--- src/rtl/snoop_resp_lv1_pkg.sv ---
// Shared MESI/snoop types for the L1 snoop responder: state encodings, bus op,
// FSM state and the RESP-state decode of (hit, MESI, op).
package mesi_pkg_lv1;

    typedef enum logic [1:0] {
        MESI_I = 2'b00,
        MESI_S = 2'b01,
        MESI_E = 2'b10,
        MESI_M = 2'b11
    } mesi_e;

    typedef enum logic [1:0] {
        OP_NONE = 2'b00,
        OP_RD   = 2'b01,
        OP_RDX  = 2'b10,
        OP_INV  = 2'b11
    } snoop_op_e;

    typedef enum logic [2:0] {
        ST_IDLE   = 3'd0,
        ST_LOOKUP = 3'd1,
        ST_RESP   = 3'd2,
        ST_FLUSH  = 3'd3,
        ST_DONE   = 3'd4
    } snoop_state_e;

    typedef struct packed {
        logic  wr_en;
        mesi_e wr_val;
        logic  err;
        logic  flush;
    } resp_dec_t;

    // An upgrade against an E or M copy is illegal: the line is dropped to I and flagged.
    function automatic resp_dec_t resp_decode(input logic hit, input mesi_e mesi, input snoop_op_e op);
        resp_dec_t dec;
        dec = '0;
        if (hit) begin
            case (mesi)
                MESI_S: begin
                    dec.wr_en  = 1'b1;
                    dec.wr_val = (op == OP_RD) ? MESI_S : MESI_I;
                end
                MESI_E: begin
                    dec.wr_en  = 1'b1;
                    dec.wr_val = (op == OP_RD) ? MESI_S : MESI_I;
                    dec.err    = (op == OP_INV);
                end
                MESI_M: begin
                    if (op == OP_INV) begin
                        dec.wr_en  = 1'b1;
                        dec.wr_val = MESI_I;
                        dec.err    = 1'b1;
                    end else begin
                        dec.flush = 1'b1;
                    end
                end
                default: begin
                    dec.wr_en = 1'b0;
                end
            endcase
        end else begin
            dec.wr_en = 1'b0;
        end
        return dec;
    endfunction

endpackage

--- src/rtl/snoop_resp_lv1.sv ---
// Bus-side snoop responder for one L1: looks up a remote BusRd/BusRdX/Invalidate,
// flushes modified data, writes back the new MESI state and signals completion.
module snoop_resp_lv1
    import mesi_pkg_lv1::*;
#(
    parameter int MESI_WID  = 2,
    parameter int ADDR_WID  = 32,
    parameter int DATA_WID  = 32,
    parameter int INDEX_WID = 4
) (
    input  logic                 clk,
    input  logic                 rst_n,
    input  logic                 snoop_req,
    input  logic                 bus_rd,
    input  logic                 bus_rdx,
    input  logic                 invalidate,
    input  logic [ADDR_WID-1:0]  bus_addr,
    output logic                 tag_rd_en,
    output logic [INDEX_WID-1:0] tag_index,
    output logic [ADDR_WID-1:0]  tag_addr,
    input  logic                 arr_hit,
    input  logic [MESI_WID-1:0]  arr_mesi,
    input  logic [DATA_WID-1:0]  arr_data,
    output logic                 mesi_wr_en,
    output logic [MESI_WID-1:0]  mesi_wr_val,
    output logic                 shared,
    output logic                 flush_valid,
    output logic [DATA_WID-1:0]  flush_data,
    input  logic                 flush_ready,
    output logic                 snoop_done,
    output logic                 proto_err
);

    snoop_state_e          state_r, state_n_s;
    snoop_op_e             op_r, op_sel_s;
    logic [ADDR_WID-1:0]   addr_r, tag_addr_s;
    logic                  hit_r, shared_r;
    mesi_e                 mesi_r, arr_mesi_s, wr_val_s;
    logic [DATA_WID-1:0]   data_r;
    resp_dec_t             dec_s;
    logic [1:0]            op_cnt_s;
    logic                  op_any_s, launch_s, accept_s;
    logic                  rd_en_s, wr_en_s, err_s, fv_s, done_s;

    assign op_cnt_s   = {1'b0, bus_rd} + {1'b0, bus_rdx} + {1'b0, invalidate};
    assign op_any_s   = (op_cnt_s != 2'd0);
    assign op_sel_s   = bus_rdx ? OP_RDX : (bus_rd ? OP_RD : (invalidate ? OP_INV : OP_NONE));
    assign arr_mesi_s = mesi_e'(arr_mesi);
    assign dec_s      = resp_decode(hit_r, mesi_r, op_r);

    // Next-state and strobe decode; strobes default low and are raised per state.
    always_comb begin
        state_n_s = state_r;
        launch_s  = 1'b0;
        accept_s  = 1'b0;
        rd_en_s   = 1'b0;
        wr_en_s   = 1'b0;
        wr_val_s  = MESI_I;
        err_s     = 1'b0;
        fv_s      = 1'b0;
        done_s    = 1'b0;
        case (state_r)
            ST_IDLE: begin
                if (snoop_req && op_any_s) begin
                    launch_s  = 1'b1;
                    rd_en_s   = 1'b1;
                    err_s     = (op_cnt_s > 2'd1);
                    state_n_s = ST_LOOKUP;
                end else begin
                    err_s     = snoop_req;
                    state_n_s = ST_IDLE;
                end
            end
            ST_LOOKUP: begin
                state_n_s = ST_RESP;
            end
            ST_RESP: begin
                if (dec_s.flush) begin
                    state_n_s = ST_FLUSH;
                end else begin
                    wr_en_s   = dec_s.wr_en;
                    wr_val_s  = dec_s.wr_val;
                    err_s     = dec_s.err;
                    state_n_s = ST_DONE;
                end
            end
            ST_FLUSH: begin
                fv_s = 1'b1;
                if (flush_ready) begin
                    accept_s  = 1'b1;
                    wr_en_s   = 1'b1;
                    wr_val_s  = (op_r == OP_RD) ? MESI_S : MESI_I;
                    state_n_s = ST_DONE;
                end else begin
                    state_n_s = ST_FLUSH;
                end
            end
            ST_DONE: begin
                done_s    = 1'b1;
                state_n_s = ST_IDLE;
            end
            default: begin
                state_n_s = ST_IDLE;
            end
        endcase
    end

    // FSM state register.
    always_ff @(posedge clk or negedge rst_n) begin
        if (!rst_n) begin
            state_r <= ST_IDLE;
        end else begin
            state_r <= state_n_s;
        end
    end

    // Request latch, lookup capture and the shared flag held until the transaction completes.
    always_ff @(posedge clk or negedge rst_n) begin
        if (!rst_n) begin
            op_r     <= OP_NONE;
            addr_r   <= '0;
            hit_r    <= 1'b0;
            mesi_r   <= MESI_I;
            data_r   <= '0;
            shared_r <= 1'b0;
        end else begin
            if (launch_s) begin
                op_r   <= op_sel_s;
                addr_r <= bus_addr;
            end
            if (state_r == ST_LOOKUP) begin
                hit_r    <= arr_hit;
                mesi_r   <= arr_mesi_s;
                data_r   <= arr_data;
                shared_r <= arr_hit && (op_r == OP_RD) &&
                            ((arr_mesi_s == MESI_S) || (arr_mesi_s == MESI_E));
            end else if (accept_s) begin
                shared_r <= (op_r == OP_RD);
            end else if (state_r == ST_DONE) begin
                shared_r <= 1'b0;
            end
        end
    end

    // The lookup address comes straight from the bus in the accept cycle, from the latch afterwards.
    assign tag_addr_s  = launch_s ? bus_addr : addr_r;
    assign tag_addr    = tag_addr_s;
    assign tag_index   = tag_addr_s[INDEX_WID+1:2];
    assign tag_rd_en   = rd_en_s;
    assign mesi_wr_en  = wr_en_s;
    assign mesi_wr_val = MESI_WID'(wr_val_s);
    assign shared      = shared_r | (accept_s && (op_r == OP_RD));
    assign flush_valid = fv_s;
    assign flush_data  = fv_s ? data_r : '0;
    assign snoop_done  = done_s;
    assign proto_err   = err_s;

endmodule
--- config.mk ---
export PLATFORM = sky130hd
export DESIGN_NAME = snoop_resp_lv1
export DESIGN_NICKNAME = d
export VERILOG_FILES = /design/src/rtl/snoop_resp_lv1_pkg.sv /design/src/rtl/snoop_resp_lv1.sv
export SDC_FILE = /design/constraint.sdc
export NUM_CORES = 1
export LEC_CHECK = 0
export CELL_PAD_IN_SITES_DETAIL_PLACEMENT = 1
export CELL_PAD_IN_SITES_GLOBAL_PLACEMENT = 1
export CORE_AREA = 3 3 113 115
export CTS_CLUSTER_SIZE = 12
export DETAILED_ROUTE_END_ITERATION = 12
export DIE_AREA = 0 0 116 118
export MAX_ROUTING_LAYER = met4
export PLACE_DENSITY = 0.7
export SLEW_MARGIN = 0
export SYNTH_ARGS = -nofsm -noshare
export SYNTH_HDL_FRONTEND = slang
export SYNTH_SLANG_ARGS = --single-unit
--- constraint.sdc ---
create_clock -name clk -period 3 [get_ports clk]
set_clock_uncertainty 0.05 [all_clocks]
set_input_delay 0.6 -clock clk [delete_from_list [all_inputs] [get_ports clk]]
set_output_delay 0.6 -clock clk [all_outputs]
set_load 0.005 [all_outputs]
After elaboration in Yosys (flattened, before gate mapping)
Index checks and enable logic that the tools add are counted.

word-level totals
  bits in registers = 73
  input port bits = 74
  logic and storage cells = 66

cells by class
  $add $sub $neg = 2
  magnitude comparators = 1
  equality and inequality tests = 11
  mux-type cells = 35
  bitwise logic cells = 1
  reductions and logical operators = 9

operators by type and width
  cell                count
  $mux 32             2
  $mux 1              18
  $pmux 3 s4          1
  $eq 2x2->1 const B  4
  $mux 2              4
  $mux 4              2
  $pmux 1 s2          4
  $pmux 2 s2          2
  $eq 2x1->1 const B  3
  $eq 3x2->1 const B  2
  $mux 3              2
  $logic_and 1x1->1   4
  $eq 3x1->1 const B  1
  $eq 3x3->1 const B  1
  $logic_not 3->1     1
  $reduce_bool 3->1   1
  $add 1x1->2         1
  $add 2x1->2         1
  $gt 2x1->1 const B  1
  $reduce_bool 2->1   1
  $reduce_or 2->1     1
  $logic_or 1x1->1    1
  $or 1x1->1          1

Longest topological paths before layout
Gate-level depths: netlist of the first run.

  depth in word-level cells = 7
  gate-level depth with buffers = 7
  gate-level depth less buffers = 5

Least setup slack after synthesis of the first run
OpenSTA, ideal clock, no wires.

  path kind = in2out
  start = input port bus_rd
  end = output port tag_index[2]
  data arrival time = 2.302 ns
  setup slack = 0.048 ns
  cell stages on the path = 7
  cells stage by stage = inv_1 fa_1 a2111o_1 buf_6 buf_12 mux2_4 buf_4

on the way
  word-level cells in the longest chain between the ends = 7

ends and longest elaborated chain
  item                RTL line              RTL
  start: declaration  snoop_resp_lv1.sv:14  input logic bus_rd,
  $add 1x1->2         snoop_resp_lv1.sv:45  assign op_cnt_s = {1'b0, bus_rd} + {1'b0, bus_rdx} + {1'b0, invalidate};
  $add 2x1->2         snoop_resp_lv1.sv:45
  $reduce_bool 2->1   snoop_resp_lv1.sv:46  assign op_any_s = (op_cnt_s != 2'd0);
  $logic_and 1x1->1   snoop_resp_lv1.sv:64  if (snoop_req && op_any_s) begin
  $mux 1              snoop_resp_lv1.sv:64
  $mux 1              snoop_resp_lv1.sv:62  case (state_r)
  $mux 32             n/a
  end: declaration    snoop_resp_lv1.sv:19  output logic [INDEX_WID-1:0] tag_index,

Every way passes these cells.

Final worst setup path of the first run
  start = input port invalidate
  end = output port tag_index[0]

on the way
  word-level cells in the longest chain between the ends = 6

ends and longest elaborated chain
  item                RTL line              RTL
  start: declaration  snoop_resp_lv1.sv:16  input logic invalidate,
  $add 2x1->2         snoop_resp_lv1.sv:45
  $reduce_bool 2->1   snoop_resp_lv1.sv:46
  $logic_and 1x1->1   snoop_resp_lv1.sv:64
  $mux 1              snoop_resp_lv1.sv:64
  $mux 1              snoop_resp_lv1.sv:62
  $mux 32             n/a

Every way passes these cells.

==> results of run 1 <==
[per-layer routing]
| metal | wire (um) | vias up |
|---|---|---|
| met5 | 0 | - |
| met2 | 4589 | 106 |
| met4 | 180 | 0 |
| met3 | 792 | 14 |
| li1 | - | 1174 |
| met1 | 3882 | 1248 |
[worst paths after layout]
kind | slack [ps] | endpoint
worst max-delay path | -150 | tag_index[0]
worst min-delay path | 350 | data_r[7]$_DFFE_PN0P_
worst max register to register | 1040 | addr_r[5]$_DFF_PN0_
worst min register to register | 440 | data_r[11]$_DFFE_PN0P_
max in group asynchronous | 1890 | state_r[0]$_DFF_PN0_
min in group clk | 440 | data_r[11]$_DFFE_PN0P_
[final cells by class]
cell class / instances / area share
clock buffer: 10 / 0.04188
clock inverter: 6 / 0.01842
inverter: 10 / 0.007455
multi-input combinational: 144 / 0.2482
sequential: 73 / 0.3203
tap: 147 / 0.03223
timing repair buffer: 178 / 0.3315
[cell families (layout without fill, tap and decap cells)]
family / Yosys count / after routing / synth area share
xor+xnor: 1 / 1 / 0.002566
fa+ha+maj: 6 / 6 / 0.02418
other cells: 1 / 1 / 0.001098
flops: 73 / 73 / 0.5350
simple gates: 51 / 51 / 0.09161
compound gates: 17 / 17 / 0.03628
buf+inv: 29 / 204 / 0.05607
mux: 68 / 68 / 0.2532
[where the power goes]
| group | internal [mW] | total (mW) | switching [mW] |
|---|---|---|---|
| Combinational | 1.72 | 2.62 | 0.894 |
| Clock | 0.830 | 1.25 | 0.415 |
| Sequential | 1.49 | 1.71 | 0.224 |
| Total | 4.04 | 5.58 | 1.53 |
[cells in the mapped netlist (all sizes together)]
| master | count | share of area |
|---|---|---|
| a32oi | 1 | 0.0026 |
| ha | 5 | 0.018 |
| nor2 | 2 | 0.0022 |
| and3b | 1 | 0.0026 |
| mux2i | 2 | 0.0059 |
| a311oi | 2 | 0.0051 |
| clkbuf | 5 | 0.0055 |
| o2111ai | 1 | 0.0026 |
| fa | 1 | 0.0059 |
| a41oi | 1 | 0.0026 |
| nor4bb | 1 | 0.0029 |
| o31a | 1 | 0.0026 |
| dfrtp | 73 | 0.53 |
| o21ai | 5 | 0.0073 |
| conb | 1 | 0.0011 |
| nand2b | 4 | 0.0095 |
| a211oi | 1 | 0.0022 |
| o21bai | 1 | 0.0022 |
| and2 | 33 | 0.060 |
| buf | 14 | 0.040 |
| nor2b | 1 | 0.0018 |
| a2111o | 1 | 0.0033 |
| nor3b | 2 | 0.0044 |
| mux2 | 66 | 0.25 |
| a21o | 1 | 0.0022 |
| nand2 | 7 | 0.0077 |
| inv | 10 | 0.011 |
| xor2 | 1 | 0.0026 |
| o211ai | 1 | 0.0022 |
| a21oi | 1 | 0.0015 |
[cell usage in the layout, fill, tap and decap left out, types with 2 or more instances in the layout]
| master | netlist | layout |
|---|---|---|
| a311oi_1 | 2 | 2 |
| and2_1 | 33 | 33 |
| buf_12 | 2 | 5 |
| buf_16 | 0 | 3 |
| buf_4 | 5 | 18 |
| buf_6 | 2 | 43 |
| bufinv_16 | 0 | 3 |
| clkbuf_16 | 0 | 9 |
| clkdlybuf4s50_1 | 0 | 106 |
| clkinv_2 | 0 | 3 |
| dfrtp_1 | 73 | 72 |
| ha_1 | 5 | 5 |
| inv_1 | 10 | 6 |
| inv_2 | 0 | 2 |
| inv_4 | 0 | 2 |
| mux2_2 | 39 | 36 |
| mux2_4 | 27 | 30 |
| mux2i_1 | 2 | 2 |
| nand2_1 | 7 | 7 |
| nand2b_1 | 3 | 3 |
| nor2_1 | 2 | 2 |
| o21ai_0 | 5 | 5 |
[registers in the layout, indices dropped and copies added (netlist names)]
name      flops
addr_r       32
op_r          2
hit_r         1
shared_r      1
mesi_r        2
data_r       32
state_r       3
[worst max-delay path, delay by kind of cell]
| family | cells | cell delay (ps) |
|---|---|---|
| muxes | 1 | 320 |
| AOI/OAI and AO/OA | 1 | 550 |
| adders and majority gates | 1 | 440 |
| buffers and inverters | 5 | 580 |
[stage by stage]
step / instance area (um^2) / utilization / hold WS (ps) / TNS (ps) / setup slack, ps
after floorplan: 3415 / - / 254.4 / 0 / 47.62
after global placement: 5002 / 0.4200 / 426.3 / -28650 / -803.7
after detailed placement: 5002 / 0.4200 / 432.2 / -29270 / -808.8
after CTS: 5668 / 0.4758 / 403.2 / -5219 / -187.3
after global routing: 5707 / 0.4791 / 433.0 / -5953 / -194.1
final: 5707 / 0.4791 / 354.2 / -4377 / -145.8
[repair_timing]
action / 4_1_cts / 5_1_grt
cloned: 4 / 0
setup buffers: 16 / 4
hold buffers: 0 / 0
endpoints found under the hold margin: 0 / 0
pin swaps: 2 / 2
resized for setup: 213 / 11
setup endpoints to repair: 38 / 40
==> metrics.txt, run 1 <==
status=finished with violations; failing checks=negative setup slack; routed via count=~2.5k; total CTS buffers=9; htree depth=3; nets=between 400 and 500; I/O pins=150; routed len/inst=16.63 um; die width=about 120 um; initial antenna violation count=0; die extent in y=about 120 um; Critical Path RT=about 2400 ps; worst reg2reg path depth=6; Achievable Freq=roughly 0.32 GHz; Fill cells=1243; dpl cells=530; Hold WC Path Type=in -> async; CP max FO=5; CTS sink cnt=73; die footprint=around 14000 um^2; total of warnings raised by yosys=0; count of pins over their slew limit=0; first-pass GRT wire length=approximately 15 mm; Multi-input gate area=around 1400 um^2; sequential share of the synthesized area=0.5350; number of remaining DRC errors=0; Tcrit/Tclk final=1.049; synthesized instance count=around 250; Synth-to-Final Area Change=67.13%; Synth Register Bits=73; CTS max path bufs=2; hpwl dp=6.176 mm; RSZ-0062 raised after global routing=true; Final ANT Viol Nets=0; endpoint class of the critical path=output pin; Clock Latency Late Sink=between 300 and 400 ps; core area=~12000 um^2; Cell variety after synth=36; post-layout min period=around 3100 ps; vias in the first global route=approximately 2.8k; syn_area_per_cell=~14 um^2; vias per cell=4.475; Pwr Total=between 5 and 6 mW; Critical Path Source Type=primary input; worst r2r src=state_r[1]$_DFF_PN0_; crit path DAT=2500 ps; final hold viol count=0; maximum number of pins on one net before global-route repair=74; total gr overflow=0; Reg clk slew, reported paths=approximately 60 ps; crit path max-delay cell type=a2111o_2; GRT Util Overall=0.1440; TritonRoute pass-1 iters=3; worst-margin pin slew=939.9 ps; initial core utilization=0.2867; fraction of layout cells with a size suffix above 1=0.3848; filler-free cell count of the finished design=roughly 570; Seq. cell area=approximately 1800 um^2; Setup Crit Path Kind=in -> out; setup violators final=36; mapped cell area=between 3000 and 4000 um^2; final WL=~9.4 mm; busiest layer in global routing=met2; MaxCap Viol Count=0; met2 Resource Use GR=0.2259; Static Leak=2.567 nW; CTS tree=done; GR met1 Demand/Resource=0.1686; Placer Congestion=roughly 0.75; Worst Slack Setup Final=-145.8 ps; Worst path most repeated cell=buf_6; max incr delay on CP=550 ps; Root Driver=clkbuf_16; max_slew headroom=0.3734; Buffers on Ports=around 150; Syn Nets=326; worst setup path start=invalidate; Worst IR Drop VDD=0.0004696 V; met3 Use GR=0.04884; Iter 0 DRT Violations=63; row cnt=40; worst path cell trace=buf_8 > inv_4 > fa_2 > a2111o_2 > buf_6 > buf_12 > mux2_4 > buf_6; Antenna Diode Count=0; Pwr Density=976.9 nW/um^2
Note: power is estimated with default switching activity, not from simulation.
==> run 2, diff against run 1 <==
- CORE_AREA: 3 3 113 115 -> 3 3 93 95
- DIE_AREA: 0 0 116 118 -> 0 0 96 98
- DONT_BUFFER_PORTS: unset -> 1
- PLACE_DENSITY: 0.7 -> 0.69
==> run 2 against run 1 <==
Against the previous run: clock power shrank 33%; the flow now finishes without violations; combinational power shrank 47%; register-to-register slack gained 70 ps; critical path depth shrank 3; critical endpoint is now tag_index[3]; sequential share of layout area grew 17 points; critical path type unchanged; die area shrank 31%; sequential power is essentially flat; final area shrank 35%; sequential cell count is the same; setup slack gained 260 ps.
==> metrics.txt, run 2 (synthesis results as in run 1) <==
r2r setup slk=1110 ps; Iter 0 DRT Violations=between 40 and 50; internal power=approximately 2.8 mW; endpoint class of the critical path=output pin; max incr delay on CP=around 530 ps; worst reg2reg path depth=4; Worst Slack Setup Final=115.0 ps; Tcrit/Tclk final=0.9617; Placer Congestion=roughly 0.71; busiest layer in global routing=met2; Clock Latency Late Sink=330 ps; crit path DAT=about 2200 ps; post-CTS setup buffer count=0; htree depth=3; vias per cell=roughly 5.2; worst r2r src=state_r[1]$_DFF_PN0_; die width=approximately 96 um; crit path max-delay cell type=a2111o_2; Achievable Freq=around 0.35 GHz; total gr overflow=0; routed via count=1840; GRT Util Overall=0.1510; biggest regs=addr_r (32), data_r (32), state_r (3); CP max FO=28; final hold viol count=0; maximum number of pins on one net before global-route repair=between 70 and 80; number of remaining DRC errors=0; Static Leak=roughly 1.7 nW; total CTS buffers=9; Hold WC Path Type=in -> async; worst path cell trace=inv_1 > fa_1 > a2111o_2 > buf_12 > mux2_4; final WL=about 6.6 mm; Root Driver=clkbuf_8; TritonRoute pass-1 iters=3; hpwl dp=4.976 mm; row cnt=32; Setup Crit Path Kind=in -> out; Fin Setup TNS=0 ps; CTS sink cnt=73; CTS max path bufs=2; Synth-to-Final Area Change=8.245%; most common cell after layout, fill and taps aside=dfrtp_1; Final ANT Viol Nets=0; worst-margin pin slew=517.6 ps; met2 Resource Use GR=0.2305; status=finished clean; Comb pwr share=0.355; sequential power share=0.433; I/O pins=150; setup violators final=0; dpl ws=108.7 ps; RSZ-0062 raised after global routing=false; first-pass GRT wire length=between 10 and 15 mm; Pwr Density=1071 nW/um^2; Critical Path Source Type=primary input; Net Sw Frac=0.2984; most frequent cells in the layout=dfrtp_1, mux2_2, and2_1; nets=324; routed len/inst=between 15 and 20 um; Fill cells=between 700 and 800; max_slew headroom=0.6549; fraction of layout cells with a size suffix above 1=0.3574; die footprint=9408 um^2; Worst IR Drop VDD=around 0.00043 V; Buffers on Ports=0; count of pins over their slew limit=0; clock power share=0.212; vias in the first global route=1989; Critical Path RT=2350 ps; GR met1 Demand/Resource=0.1797; switching pwr=between 1 and 1.5 mW; die extent in y=98 um; CTS tree=done; MaxCap Viol Count=0; initial core utilization=0.4373; core area=between 7000 and 8000 um^2; initial antenna violation count=1; worst reg2reg path endpoint=addr_r[5]$_DFF_PN0_; Reg clk slew, reported paths=70 ps; met3 Use GR=0.05624; post-layout min period=just under 3000 ps
-- run 2: final cells by class --
| cell class | instances | area [um^2] | area share |
|---|---|---|---|
| Timing Repair Buffer | 6 | 77.57 | 0.02099 |
| Clock inverter | 4 | 76.32 | 0.02065 |
| Multi-Input combinational cell | 144 | 1403 | 0.3795 |
| Clock buffer | 12 | 145.1 | 0.03927 |
| Sequential cell | 73 | 1827 | 0.4942 |
| Antenna cell | 1 | 2.502 | 0.0006770 |
| Tap cell | 102 | 127.6 | 0.03453 |
| Inverter | 10 | 37.54 | 0.01016 |
-- run 2: power groups by stage --
stage	Combinational, mW	Clock, mW	Sequential (mW)
finish	1.40	0.839	1.72
global route	1.56	0.923	1.79
CTS	1.44	0.870	1.73
detailed placement	1.42	0	1.74
global placement	1.36	0	1.72
floorplan	1.32	0	1.63
-- run 2: how the worst max path moves through the flow --
stage,startpoint,endpoint,slack (ps)
2_1_floorplan,bus_rd,tag_index[2],50
3_3_place_gp,bus_rd,tag_index[3],140
3_5_place_dp,bus_rd,tag_index[2],110
4_1_cts,bus_rd,tag_index[3],110
5_1_grt,bus_rd,tag_index[2],50
6_report,bus_rd,tag_index[3],120
-- run 2: worst max-delay path, delay by kind of cell --
family	cells	cell delay, ps
adders and majority gates	1	490
buffers and inverters	2	260
muxes	1	340
AOI/OAI and AO/OA	1	530
-- run 2: repair_timing --
item | 4_1_cts | 5_1_grt
endpoints found under the hold margin | 73 | 0
resized for setup | 0 | 0
hold buffers | 1 | 0
setup endpoints to repair | 0 | 0
-- run 2: routing by layer --
layer | vias to the layer above | wire, um
met5 | - | 0
met4 | 0 | 94
met3 | 9 | 730
met2 | 102 | 3088
met1 | 904 | 2695
li1 | 825 | -
-- run 2: metrics by stage --
stage	instances	instance area (um^2)	power (mW)	util	hold WS [ps]
finish	352	3696	3.959	0.4734	107.8
global route	352	3696	4.275	0.4734	100.5
CTS	351	3694	4.040	0.4731	103.2
detailed placement	334	3445	3.155	0.4412	256.2
global placement	334	3445	3.081	0.4412	256.4
floorplan	246	3415	2.953	-	254.4
==> run 3, diff against run 2 <==
- CAP_MARGIN: unset -> 20
- RECOVER_POWER: unset -> 50
==> run 3 against run 2 <==
Against the previous run: the run now ends with max-capacitance violations, max-slew violations left; critical path depth unchanged; wire length barely moved; register-to-register slack worse by 430 ps; count of clock-buffer cells in the layout unchanged; sequential power barely moved; utilization down 0.45 points; combinational power about the same; non-clock buffer count stayed put; sequential cell count is the same; total power fell by 0.31%.
==> metrics.txt, run 3 (synthesis results as in run 1) <==
status=finished with violations; failing checks=max-capacitance violations, max-slew violations; TritonRoute pass-1 iters=4; routed len/inst=about 19 um; max_slew headroom=-0.1688; r2r setup slk=between 600 and 700 ps; I/O pins=150; met3 Use GR=0.05624; row cnt=32; total gr overflow=0; initial core utilization=0.4373; Min Hold Slack=approximately 340 ps; Static Leak=between 1.5 and 2 nW; worst-margin pin slew=1753 ps; Setup Crit Path Kind=in -> out; first-pass GRT wire length=10.45 mm; hpwl dp=4.976 mm; Hold EP=state_r[1]$_DFF_PN0_; die footprint=between 9000 and 10000 um^2; Placer Congestion=0.7103; switching pwr=1.181 mW; maximum number of pins on one net before global-route repair=74; vias in the first global route=~2.0k; clock power share=0.212; RSZ-0062 raised after global routing=false; dpl ws=~110 ps; setup violators final=0; Comb pwr share=0.353; endpoint class of the critical path=output pin; Critical Path Source Type=primary input; internal power=~2.8 mW; GRT Util Overall=0.1510; final WL=between 6 and 7 mm; MaxCap Viol Count=1; final hold viol count=0; Worst Slack Setup Final=between 100 and 150 ps; Pwr Density=about 1100 nW/um^2; Min-Delay Path Depth=1; Achievable Freq=between 0.3 and 0.4 GHz; worst reg2reg path depth=3; Buffers on Ports=0; worst reg2reg path endpoint=data_r[11]$_DFFE_PN0P_; die extent in y=98 um; post-layout min period=just under 3000 ps; Final ANT Viol Nets=0; count of pins over their slew limit=74; busiest layer in global routing=met2; Worst IR Drop VDD=0.0004314 V; Clock Latency Late Sink=330 ps; total CTS buffers=9; biggest regs=addr_r (32), data_r (32), state_r (3); CTS sink cnt=73; post-CTS setup buffer count=0; worst r2r src=state_r[0]$_DFF_PN0_; Root Driver=clkbuf_8; initial antenna violation count=1; Hold Path Origin=flush_ready; nets=roughly 320; htree depth=3; Fin Setup TNS=0 ps; crit path DAT=~2200 ps; CTS max path bufs=2; sequential power share=0.435; Reg clk slew, reported paths=70 ps; met2 Resource Use GR=0.2305; core area=a little under 8000 um^2; CTS tree=done; routed via count=1842; filler-free cell count of the finished design=roughly 350; CP max FO=28; Tcrit/Tclk final=0.9612; Iter 0 DRT Violations=42; Fill cells=785; fraction of layout cells with a size suffix above 1=0.3454; Synth-to-Final Area Change=7.219%; CTS resizes=0; Critical Path RT=~2400 ps; most frequent cells in the layout=dfrtp_1, mux2_2, and2_1; Net Sw Frac=0.2993; dpl cells=334; Hold WC Path Type=in -> reg; die width=96 um; vias per cell=approximately 5.2; GR met1 Demand/Resource=0.1797; number of remaining DRC errors=0; most common cell after layout, fill and taps aside=dfrtp_1
-- run 3: cell types whose count changed in the layout (fill, tap and decap cells not counted), sizes merged --
cell and delta:
buf -3, clkbuf +3
-- run 3: routing by layer --
layer | part of all wire | wire length (um) | vias up
met5 | 0 | 0 | -
met4 | 0.014 | 95 | 0
met3 | 0.11 | 733 | 9
met2 | 0.47 | 3100 | 103
met1 | 0.41 | 2683 | 906
li1 | - | - | 824
-- run 3: power groups by stage --
stage	clock network (mW)	logic (mW)	registers [mW]
floorplan	0	1.32	1.63
global placement	0	1.36	1.72
detailed placement	0	1.42	1.74
CTS	0.870	1.44	1.73
global route	0.923	1.55	1.79
finish	0.838	1.39	1.72
-- run 3: per-stage QoR --
| stage | util | area (um^2) | total power [mW] |
|---|---|---|---|
| global placement | 0.4412 | 3445 | 3.081 |
| global route | 0.4689 | 3661 | 4.262 |
| finish | 0.4689 | 3661 | 3.947 |
| floorplan | - | 3415 | 2.953 |
| detailed placement | 0.4412 | 3445 | 3.155 |
| CTS | 0.4731 | 3694 | 4.040 |
-- run 3: layout make-up --
class,count,area [um^2],share of cell area
Tap cell,102,127.6,0.03486
Clock inverter,4,76.32,0.02085
Inverter,10,37.54,0.01025
Sequential cell,73,1827,0.4990
Clock buffer,12,145.1,0.03964
Antenna cell,1,2.502,0.0006835
Timing Repair Buffer,6,47.55,0.01299
Multi-Input combinational cell,144,1398,0.3817
-- run 3: worst max-delay path by stage --
stage | slack (ps) | from | to
after floorplan | 50 | bus_rd | tag_index[2]
after global placement | 140 | bus_rd | tag_index[3]
after detailed placement | 110 | bus_rd | tag_index[2]
after CTS | 110 | bus_rd | tag_index[3]
after global routing | 50 | bus_rd | tag_index[2]
final | 120 | bus_rd | tag_index[3]
-- run 3: critical path: stages --
cell and delay [ps]:
inv_1 60, fa_1 490, a2111o_2 520, buf_12 200
mux2_4 340
-- run 3: timing repair --
item                                    in CTS  in global routing
hold endpoints to repair                    73                  0
hold buffers                                 1                  0
endpoints found under the setup margin       0                  0
